===== src/rtl/backprop_pkg.sv =====
// rtl/backprop_pkg.sv - shared types, default widths and fixed-point helpers for the backprop chain engine.
// BACKPROP_ROUND_EN selects round-half-up instead of floor in the fixed-point shift.
package backprop_pkg;

    typedef enum logic [1:0] {
        ST_IDLE,
        ST_MAC,
        ST_EMIT
    } state_t;

    localparam int DEF_DATA_W = 8;
    localparam int DEF_FRAC_W = 4;

    typedef struct packed {
        logic signed [31:0] value;
        logic               ovf;
    } sat_t;

    function automatic sat_t sat(input logic signed [63:0] x, input int data_w);
        logic signed [63:0] hi;
        logic signed [63:0] lo;
        sat_t               s;
        hi = (64'sd1 <<< (data_w - 1)) - 64'sd1;
        lo = -(64'sd1 <<< (data_w - 1));
        if (x > hi) begin
            s.value = hi[31:0];
            s.ovf   = 1'b1;
        end else if (x < lo) begin
            s.value = lo[31:0];
            s.ovf   = 1'b1;
        end else begin
            s.value = x[31:0];
            s.ovf   = 1'b0;
        end
        return s;
    endfunction

    function automatic logic signed [63:0] fx_shift(input logic signed [63:0] x, input int frac_w);
`ifdef BACKPROP_ROUND_EN
        return (x + (64'sd1 <<< (frac_w - 1))) >>> frac_w;
`else
        return x >>> frac_w;
`endif
    endfunction

endpackage


===== src/rtl/backprop_mac_unit.sv =====
// rtl/backprop_mac_unit.sv - signed multiply-accumulate with fixed-point shift and saturation.
// Rounding mode follows BACKPROP_ROUND_EN through the package shift helper.
module backprop_mac_unit
    import backprop_pkg::*;
#(
    parameter int DATA_W = DEF_DATA_W,
    parameter int FRAC_W = DEF_FRAC_W,
    parameter int SIZE   = 3
) (
    input  logic                     clk,
    input  logic                     reset,
    input  logic                     clr,
    input  logic                     en,
    input  logic                     flush,
    input  logic signed [DATA_W-1:0] a,
    input  logic signed [DATA_W-1:0] b,
    output logic signed [DATA_W-1:0] res,
    output logic                     ovf
);
    localparam int ACC_W = 2 * DATA_W + $clog2(SIZE) + 1;

    logic signed [2*DATA_W-1:0] prod;
    logic signed [ACC_W-1:0]    acc;
    logic signed [ACC_W-1:0]    sum;
    sat_t                       s;
    logic                       unused_hi;

    // The result is formed from the sum including the current product, so the
    // flush cycle both completes a row and restarts the accumulator at zero.
    always_comb begin
        prod = a * b;
        sum  = acc + ACC_W'(prod);
        s    = sat(fx_shift(64'(sum), FRAC_W), DATA_W);
        res  = s.value[DATA_W-1:0];
        ovf  = s.ovf;
    end

    assign unused_hi = ^s.value[31:DATA_W];

    always_ff @(posedge clk) begin
        if (reset || clr) begin
            acc <= '0;
        end else if (en) begin
            acc <= flush ? '0 : sum;
        end
    end

endmodule


===== src/rtl/backprop_chain_engine.sv =====
// rtl/backprop_chain_engine.sv - stores per-layer gradients/Jacobians and computes dc_dw one MAC per cycle.
// Build option BACKPROP_ROUND_EN switches the result shift from floor to round-half-up.
module backprop_chain_engine
    import backprop_pkg::*;
#(
    parameter int DATA_W     = DEF_DATA_W,
    parameter int FRAC_W     = DEF_FRAC_W,
    parameter int SIZE       = 3,
    parameter int MAX_LAYERS = 4,
    parameter int LIDX_W     = $clog2(MAX_LAYERS)
) (
    input  logic                   clk,
    input  logic                   reset,
    input  logic                   clear,
    input  logic                   in_valid,
    output logic                   in_ready,
    input  logic [LIDX_W-1:0]      in_layer,
    input  logic [SIZE*DATA_W-1:0] in_jac_row,
    input  logic [DATA_W-1:0]      in_grad,
    input  logic                   start,
    input  logic [LIDX_W-1:0]      start_layer,
    output logic                   busy,
    output logic                   out_valid,
    input  logic                   out_ready,
    output logic [SIZE*DATA_W-1:0] out_data,
    output logic [LIDX_W-1:0]      out_layer,
    output logic                   sat_flag,
    output logic                   err_flag
);
    localparam int ROW_W = (SIZE > 1) ? $clog2(SIZE) : 1;
    localparam logic [ROW_W-1:0] LAST = ROW_W'(SIZE - 1);

    logic signed [DATA_W-1:0] jac  [MAX_LAYERS][SIZE][SIZE];
    logic signed [DATA_W-1:0] grad [MAX_LAYERS][SIZE];
    logic signed [DATA_W-1:0] res  [SIZE];

    state_t                   state;
    logic [MAX_LAYERS-1:0]    loaded;
    logic [ROW_W-1:0]         row;
    logic [ROW_W-1:0]         wr_row;
    logic [ROW_W-1:0]         r;
    logic [ROW_W-1:0]         c;
    logic [LIDX_W-1:0]        load_layer;
    logic [LIDX_W-1:0]        cur_layer;
    logic [LIDX_W-1:0]        jac_layer;
    logic [LIDX_W-1:0]        next_layer;
    logic                     accept;
    logic                     discard;
    logic                     legal;
    logic                     mac_clr;
    logic                     mac_en;
    logic                     flush;
    logic                     mac_ovf;
    logic signed [DATA_W-1:0] mac_a;
    logic signed [DATA_W-1:0] mac_b;
    logic signed [DATA_W-1:0] mac_res;

    assign in_ready   = (state == ST_IDLE) && !start;
    assign busy       = (state != ST_IDLE);
    assign accept     = in_valid && in_ready;
    // A layer switch mid-load abandons the old layer; the beat restarts at row 0.
    assign discard    = accept && (row != '0) && (in_layer != load_layer);
    assign wr_row     = discard ? '0 : row;
    assign next_layer = start_layer + LIDX_W'(1);
    assign legal      = ((int'(start_layer) + 1) < MAX_LAYERS)
                        && loaded[start_layer] && loaded[next_layer];
    assign mac_clr    = (state == ST_IDLE) && start && legal;
    assign mac_en     = (state == ST_MAC);
    assign flush      = mac_en && (c == LAST);
    assign jac_layer  = cur_layer + LIDX_W'(1);
    assign mac_a      = grad[cur_layer][c];
    assign mac_b      = jac[jac_layer][r][c];

    backprop_mac_unit #(
        .DATA_W (DATA_W),
        .FRAC_W (FRAC_W),
        .SIZE   (SIZE)
    ) u_mac (
        .clk   (clk),
        .reset (reset),
        .clr   (mac_clr),
        .en    (mac_en),
        .flush (flush),
        .a     (mac_a),
        .b     (mac_b),
        .res   (mac_res),
        .ovf   (mac_ovf)
    );

    always_ff @(posedge clk) begin
        if (accept) begin
            grad[in_layer][wr_row] <= in_grad;
            for (int i = 0; i < SIZE; i++) begin
                jac[in_layer][wr_row][i] <= in_jac_row[(SIZE-1-i)*DATA_W +: DATA_W];
            end
        end
        if (flush) begin
            res[r] <= mac_res;
        end
    end

    always_ff @(posedge clk) begin
        if (reset) begin
            state      <= ST_IDLE;
            row        <= '0;
            load_layer <= '0;
            loaded     <= '0;
            r          <= '0;
            c          <= '0;
            cur_layer  <= '0;
            out_valid  <= 1'b0;
            out_data   <= '0;
            out_layer  <= '0;
            sat_flag   <= 1'b0;
            err_flag   <= 1'b0;
        end else begin
            if (accept) begin
                load_layer <= in_layer;
                row        <= (wr_row == LAST) ? '0 : wr_row + ROW_W'(1);
            end

            case (state)
                ST_IDLE: begin
                    if (start && legal) begin
                        state     <= ST_MAC;
                        r         <= '0;
                        c         <= '0;
                        cur_layer <= start_layer;
                    end
                end
                ST_MAC: begin
                    if (flush) begin
                        c <= '0;
                        r <= r + ROW_W'(1);
                        if (r == LAST) begin
                            state     <= ST_EMIT;
                            out_valid <= 1'b1;
                            out_layer <= cur_layer;
                            // The last element is still in flight from the MAC this cycle.
                            for (int i = 0; i < SIZE; i++) begin
                                out_data[(SIZE-1-i)*DATA_W +: DATA_W] <=
                                    (i == SIZE - 1) ? mac_res : res[i];
                            end
                        end
                    end else begin
                        c <= c + ROW_W'(1);
                    end
                end
                ST_EMIT: begin
                    if (out_ready) begin
                        out_valid <= 1'b0;
                        state     <= ST_IDLE;
                    end
                end
                default: state <= ST_IDLE;
            endcase

            if (clear) begin
                loaded   <= '0;
                sat_flag <= 1'b0;
                err_flag <= 1'b0;
            end else begin
                if (discard) begin
                    loaded[load_layer] <= 1'b0;
                end
                if (accept && (wr_row == LAST)) begin
                    loaded[in_layer] <= 1'b1;
                end
                if (flush && mac_ovf) begin
                    sat_flag <= 1'b1;
                end
                if (discard || ((state == ST_IDLE) && start && !legal)) begin
                    err_flag <= 1'b1;
                end
            end
        end
    end

endmodule

===== config.mk =====
export PLATFORM = sky130hd
export DESIGN_NAME = backprop_chain_engine
export DESIGN_NICKNAME = d
export VERILOG_FILES = /design/src/rtl/backprop_pkg.sv /design/src/rtl/backprop_mac_unit.sv /design/src/rtl/backprop_chain_engine.sv
export SDC_FILE = /design/constraint.sdc
export NUM_CORES = 1
export LEC_CHECK = 0
export ABC_CLOCK_PERIOD_IN_PS = 7550
export CAP_MARGIN = 10
export CELL_PAD_IN_SITES_DETAIL_PLACEMENT = 1
export CELL_PAD_IN_SITES_GLOBAL_PLACEMENT = 1
export CORE_ASPECT_RATIO = 1.4
export CORE_MARGIN = 3
export CORE_UTILIZATION = 35
export CTS_CLUSTER_DIAMETER = 150
export DETAILED_ROUTE_END_ITERATION = 6
export PLACE_DENSITY_LB_ADDON = 0.1
export SYNTH_ARGS = -nofsm -noshare
export SYNTH_HDL_FRONTEND = slang
export SYNTH_SLANG_ARGS = --single-unit

===== constraint.sdc =====
create_clock -name clk -period 7.55 [get_ports clk]
set_input_delay 0.755 -clock clk [delete_from_list [all_inputs] [get_ports clk]]
set_output_delay 0.755 -clock clk [all_outputs]
set_load 0.03 [all_outputs]

Yosys cells after proc, flatten, opt, wreduce, memory -nomap -nowiden
Memories as Yosys holds them, arrays and structs flattened. A register that Yosys moved wholly into a read port is not among the register bits.
Index checks and enable logic that the tools add are counted.
Storage, ports and cells
  word-level logic and storage cells: 430
  output and inout port bits: 31
  memory bits (writable): 408
  register bits after elaboration: 64
  memories: 3
Operators by class
  muxes and demuxes: 201
  multipliers: 1
  bitwise operators: 150
  $add $sub $neg: 7
  magnitude comparators: 13
  equality and inequality tests: 10
  reduce and logical (&&, ||, !) cells: 32
Memory list
  jac: depth 4, width 72, read ports 1, clocked after memory_dff 0, wr ports 1, RTL line backprop_chain_engine.sv:33  | logic signed [DATA_W-1:0] jac [MAX_LAYERS][SIZE][SIZE];
  grad: depth 4, width 24, read ports 1, clocked after memory_dff 1, wr ports 1, RTL line backprop_chain_engine.sv:34  | logic signed [DATA_W-1:0] grad [MAX_LAYERS][SIZE];
  res: depth 3, width 8, read ports 2, clocked after memory_dff 2, wr ports 1, RTL line backprop_chain_engine.sv:35  | logic signed [DATA_W-1:0] res [SIZE];
Operators by type and width (count)
  72-bit two-way mux: 3
  1-bit two-way mux: 154
  24-bit demux with 2-bit select: 3
  1-bit bitwise OR: 144
  24-bit two-way mux: 4
  24-bit binary-select mux with 2-bit select: 1
  8-bit two-way mux: 6
  8-bit binary-select mux with 2-bit select: 2
  2-bit two-way mux: 11
  19-bit by 16-bit adder with 19-bit output: 1
  19-bit two-way mux: 1
  9-bit two-way mux: 2
  8-bit demux with 2-bit select: 1
  1-bit logical AND: 16
  8-bit by 8-bit multiplier with 16-bit output: 1
  16-bit two-way mux: 1
  4-bit two-way mux: 4
  15-bit by 8-bit > comparator with 1-bit output, second input constant: 1
  15-bit by 8-bit < comparator with 1-bit output, second input constant: 1
  2-bit by 3-bit < comparator with 1-bit output, second input constant: 4
  2-bit by 1-bit adder with 2-bit output, second input constant: 5
  3-bit greater-or-equal comparator, second input constant: 3
  2-bit inverter with 3-bit output: 3
  2-bit equality test, second input constant: 4
  24 further kinds: 38

Longest topological paths before layout
  depth in word-level cells: 14
  gate-level depth with buffers: 31
  depth with buffers taken out: 27

Cells and area by module
A second synthesis with hierarchy kept.
Second synthesis, totals
  cell total of the unflattened synthesis: 1611
  area, all modules: 22460.3 µm²
Modules (own cells, without submodules)
  backprop_chain_engine: area each 17859.6 µm², cells an instance 1093, times used 1
  backprop_mac_unit: area each 4600.7 µm², cells an instance 518, times used 1

Least setup slack after synthesis
OpenSTA, ideal clock, no wires.
  kind: flip-flop to flip-flop
  start point: register cur_layer[0]
  end point: register out_data[4]
  arrival time: 7.575 ns
  path buffers: 5
  path slack: -0.112 ns
  data required time: 7.463 ns
  stages on the path, launching flop included: 26
  period minus slack after synthesis: 7.662 ns
  cell sequence: dfxtp_1 > buf_4 > buf_4 > buf_4 > buf_4 > mux4_2 > a21oi_1 > o22ai_1 > inv_1 > nor2_1 > inv_1 > fa_1 > inv_1 > fa_1 > fa_1 > fa_1 > fa_1 > ha_1 > o21a_1 > o21a_1 > and3_1 > o31ai_1 > xor2_2 > o41a_4 > buf_6 > o31ai_1
Between the ends
  word-level cells in the longest chain between the ends: 13
  elaborated cells between the ends (all ways): 14
RTL lines
  start, declared: RTL line backprop_chain_engine.sv:44  | logic [LIDX_W-1:0] cur_layer;
  start signal, assigned: RTL line backprop_chain_engine.sv:128  | cur_layer <= start_layer;
  2-bit by 1-bit adder with 2-bit output (*): RTL line backprop_chain_engine.sv:70  | assign jac_layer = cur_layer + LIDX_W'(1);
  memory 4 x 72 bit (*)
  24-bit binary-select mux with 2-bit select (*): RTL line backprop_chain_engine.sv:72  | assign mac_b = jac[jac_layer][r][c];
  24-bit two-way mux (implied by the code) (*) (2 in a row): RTL line backprop_chain_engine.sv:72
  8-bit binary-select mux with 2-bit select (*): RTL line backprop_chain_engine.sv:72
  8-bit two-way mux (implied by the code) (*) (2 in a row): RTL line backprop_chain_engine.sv:72
  8-bit by 8-bit multiplier with 16-bit output (*): RTL line backprop_mac_unit.sv:31  | prod = a * b;
  19-bit by 16-bit adder with 19-bit output (*): RTL line backprop_mac_unit.sv:32  | sum = acc + ACC_W'(prod);
  15-bit by 8-bit < comparator with 1-bit output: RTL line backprop_pkg.sv:28  | end else if (x < lo) begin
  9-bit two-way mux: RTL line backprop_pkg.sv:28
  9-bit two-way mux (*): RTL line backprop_pkg.sv:25  | if (x > hi) begin
  end signal, assigned by index: RTL line backprop_chain_engine.sv:141  | out_data[(SIZE-1-i)*DATA_W +: DATA_W] <=
  end, declared: RTL line backprop_chain_engine.sv:25  | output logic [SIZE*DATA_W-1:0] out_data,
Every way passes the cells marked *; elsewhere a longest branch is shown, timed or not. The select of a mux whose other input is x is not followed.
A chain may end at the register's enable or synchronous reset.

Worst setup path after layout
  start point: register cur_layer[0]
  end point: memory res[1][4] (netlist name) (data pin)
Between the ends
  word-level cells in the longest chain between the ends: 13
  elaborated cells between the ends (all ways): 14
RTL lines
  2-bit by 1-bit adder with 2-bit output (*): RTL line backprop_chain_engine.sv:70
  memory 4 x 72 bit (*)
  24-bit binary-select mux with 2-bit select (*): RTL line backprop_chain_engine.sv:72
  24-bit two-way mux (implied by the code) (*) (2 in a row): RTL line backprop_chain_engine.sv:72
  8-bit binary-select mux with 2-bit select (*): RTL line backprop_chain_engine.sv:72
  8-bit two-way mux (implied by the code) (*) (2 in a row): RTL line backprop_chain_engine.sv:72
  8-bit by 8-bit multiplier with 16-bit output (*): RTL line backprop_mac_unit.sv:31
  19-bit by 16-bit adder with 19-bit output (*): RTL line backprop_mac_unit.sv:32
  15-bit by 8-bit < comparator with 1-bit output: RTL line backprop_pkg.sv:28
  9-bit two-way mux: RTL line backprop_pkg.sv:28
  9-bit two-way mux (*): RTL line backprop_pkg.sv:25
  net mac_res[4]: RTL line backprop_chain_engine.sv:56  | logic signed [DATA_W-1:0] mac_res;
  end, declared: RTL line backprop_chain_engine.sv:35
Mark *: on every way through the listed nets, which the timed path passes. The rest lies on a longest branch. The select of a mux whose other input is x is not followed.

==> impl_metrics.json <==
{
  "die_area_mm2": 0.0662,
  "gp_congestion": 0.789,
  "ys_async_sr_fraction_pct": 0,
  "grt_use_total_pct": 18.3,
  "worst-path-buf-inv": 2,
  "whs_ns": 0.463,
  "grt_pass1_vias": 13800,
  "nets": 1760,
  "min_to": "out_data[20]",
  "crit_family": "adder cells",
  "avgViaCountPerCell": 5.07,
  "pwr-share-comb_pct": 18.0,
  "syn_inst": 1406,
  "root_buffer": "clkbuf_16",
  "cap_violations": 0,
  "rows": 108,
  "synth_edf_count": 400,
  "fin_crit_sh_pct": 97.0,
  "finalHoldViolations": 0,
  "via_count": 12400,
  "net-switching-power_mw": 1.67,
  "slowest_delay_ns": 0.59,
  "areaGrowthSynthToFinish_pct": 20.5,
  "drt_iter0_markers": 695,
  "cp_num_cells": 21,
  "synth_cell_types": 68,
  "io_buffers": 72,
  "hp-class": "flop to flop",
  "ir_drop_mv": 0.198,
  "slew_violations": 0,
  "worst_r2r_endpoint": "res[1][4]",
  "rr_worst_depth": 21,
  "fmaxAchievable_ghz": 0.137,
  "final_antenna_net_count": 0,
  "syn-cell-area_mm2": 0.0221,
  "seqPwrFrac_pct": 44.8,
  "path_cells": "clkbuf_16 -> mux4_2 -> mux4_2 -> a22oi_2 -> o22a_2 -> nand2b_1 -> fa_1 -> fa_1 -> inv_1 -> fa_1 -> fa_1 -> fa_1 -> ha_4 -> o21ai_1 -> o21ai_2 -> a2111oi_0 -> o21ai_1 -> a221oi_2 -> nand4_4 -> a21oi_2 -> nor2_1",
  "whs_path_depth": 2,
  "power_frac_clock_pct": 37.1,
  "slew_headroom_pct": 17.8,
  "syn_avg_cell_area_um2": 15.7,
  "crit_fanout": 8,
  "cts_sinks": 466,
  "core-area_mm2": 0.0622,
  "p_leak_nw": 9.21,
  "crit_type": "flop to flop",
  "mostFrequentLayoutCells": "edfxtp_1, inv_1, mux4_2",
  "crit_required_ns": 7.90,
  "switching_share_pct": 26.3,
  "initial_core_util_pct": 35.5,
  "tritoncts": "yes",
  "grt_antenna_before_repair": 1,
  "grt_max_degree": 43,
  "fp.dieW_um": 218,
  "r2r_start": "cur_layer[0]",
  "holdCritStartpoint": "out_data[20]",
  "cp-start-kind": "flop",
  "path_clk_slew_ns": 0.06,
  "cts.htree.levels": 2,
  "slowest_stage": "fa_1",
  "io_pins": 73,
  "intPower_mw": 4.69,
  "ys.warnings.count": 0,
  "cp.arrival_ns": 7.67,
  "tightest_slew_ns": 1.22,
  "cts_buffer_depth": 3,
  "grt_first_pass_wirelength_mm": 89.5,
  "synth_seq_cells": 466,
  "finalWirelength_mm": 60.5,
  "synthFlopType": "edfxtp_1",
  "cp_common_cell": "fa_1",
  "dpl.hpwl_mm": 39.4,
  "setup_violations": 0,
  "firstDrtPassIters": 6,
  "grt_overflow": 0,
  "finClkSkew_ns": 0.0492,
  "ff2ff_setup_slack_ns": 0.23,
  "cts_made_buffers": 48,
  "endpoint_kind": "flop",
  "ys_seq_area_share_pct": 60.4,
  "mostFrequentLayoutCell": "edfxtp_1",
  "total_power_mw": 6.36,
  "wire_per_inst_um": 24.7,
  "die_y_um": 303,
  "drive_above_1_share_pct": 26.4,
  "power.density_mw_per_mm2": 239,
  "drc_errors": 0,
  "syn_nets": 1580,
  "outcome": "complete, no violations",
  "dp.cells": 2339,
  "min_period_ns": 7.32,
  "fin_cells": 2451,
  "insertion_delay_ns": 0.61
}
-- repair_timing --
item / 4_1_cts / 5_1_grt
pin swaps: 0 / 20
buffers inserted: 2 / 13
setup endpoints to repair: 23 / 27
hold buffers: 0 / 0
gates resized for setup: 3 / 38
gates cloned: 0 / 6
-- stage by stage --
step | utilization [%] | setup TNS (ns) | instance area (um2) | setup WS [ns]
after floorplan | - | 0 | 22100 | 0.217
after global placement | 39.4 | -0.000731 | 24500 | -0.000731
after detailed placement | 39.4 | -2.15 | 24500 | -0.117
after CTS | 42.0 | 0 | 26100 | 0.0466
after global routing | 42.8 | -0.0136 | 26600 | -0.00834
final | 42.8 | 0 | 26600 | 0.229
-- how the worst max path moves through the flow --
stage	slack, ns	startpoint	endpoint
5_1_grt	-0.008	cur_layer[0]	u_mac.acc[18]
4_1_cts	0.05	cur_layer[0]	res[1][4]
6_report	0.23	cur_layer[0]	res[1][4]
3_5_place_dp	-0.12	cur_layer[1]	res[0][4]
3_3_place_gp	-0.0007	cur_layer[1]	sat_flag
2_1_floorplan	0.22	cur_layer[1]	out_data[4]
-- cell families (layout without fill, tap and decap cells) --
kind of cell | after synthesis | after routing | share of synthesized area (%)
buf+inv | 186 | 403 | 3.48
fa+ha+maj | 132 | 132 | 10.3
mux | 175 | 175 | 14.3
other cells | 0 | 1 | 0
simple gates | 265 | 265 | 5.47
flops | 466 | 466 | 60.4
xor+xnor | 17 | 18 | 0.878
compound gates | 165 | 166 | 5.19
-- sequential cells by signal (all words and copies together), names as in the netlist, named ones only --
signal	cells
res	16
state	2
r	2
out_data	24
jac	288
loaded	4
err_flag	1
sat_flag	1
load_layer	2
c	2
row	2
cur_layer	2
out_layer	2
grad	96
out_valid	1
u_mac.acc	19
-- Yosys cell counts, types with 6 or more instances --
master | count | area, um2
edfxtp_1 | 400 | 12000
inv_1 | 116 | 435
mux4_2 | 106 | 2390
nand2_1 | 99 | 372
nor2_1 | 90 | 338
fa_1 | 84 | 1680
dfxtp_1 | 66 | 1320
a21oi_1 | 61 | 305
mux2_2 | 56 | 631
ha_1 | 48 | 601
clkbuf_1 | 37 | 139
a22oi_1 | 21 | 158
buf_2 | 18 | 90.1
mux2i_1 | 13 | 130
nand3b_1 | 13 | 97.6
o21ai_0 | 13 | 65.1
xnor2_1 | 13 | 114
nand2b_1 | 12 | 75.1
nor2b_1 | 11 | 68.8
o31ai_1 | 9 | 67.6
nor3_1 | 8 | 40.0
o21ai_1 | 8 | 40.0
nand3_1 | 7 | 35.0
o21a_1 | 7 | 52.6
and2_1 | 6 | 37.5
buf_4 | 6 | 45.0
or2_2 | 6 | 37.5
-- layer usage --
layer  up-vias  global-route usage, %  share of wire [%]  wire length [um]
met5         -                      0                  0                 0
met4         0                   4.93                2.3              1390
met2       155                   34.6                 55             33600
li1       5594                      -                  -                 -
met3        77                   2.14                2.3              1400
met1      6611                   22.0                 40             24100
-- cell type report --
type | instances | area [um2]
diodes | 1 | 2.50
clock buffers | 59 | 1250
clock inverters | 30 | 302
fillers | 6225 | 35600
inverters | 118 | 445
multi-input cells | 756 | 8290
flip-flops and latches | 466 | 13300
well taps | 825 | 1030
repair buffers | 196 | 1930
-- worst reg2reg max path, stage by stage, from the launching register on --
cell,delay (ns)
dfxtp_4,0.45
clkbuf_16,0.19
mux4_2,0.51
mux4_2,0.53
a22oi_2,0.27
o22a_2,0.28
nand2b_1,0.16
fa_1,0.43
fa_1,0.57
inv_1,0.07
fa_1,0.57
fa_1,0.45
fa_1,0.59
ha_4,0.23
o21ai_1,0.14
o21ai_2,0.12
a2111oi_0,0.44
o21ai_1,0.15
a221oi_2,0.34
nand4_4,0.27
a21oi_2,0.24
nor2_1,0.07
-- power groups by stage --
stage	logic (mW)	clock network, mW	registers (mW)
CTS	0.990	2.43	2.85
detailed placement	0.983	0	2.91
floorplan	0.611	0	2.91
global route	1.25	2.54	2.85
global placement	0.971	0	2.91
finish	1.15	2.36	2.85
Note: power is estimated with default switching activity, not from simulation.
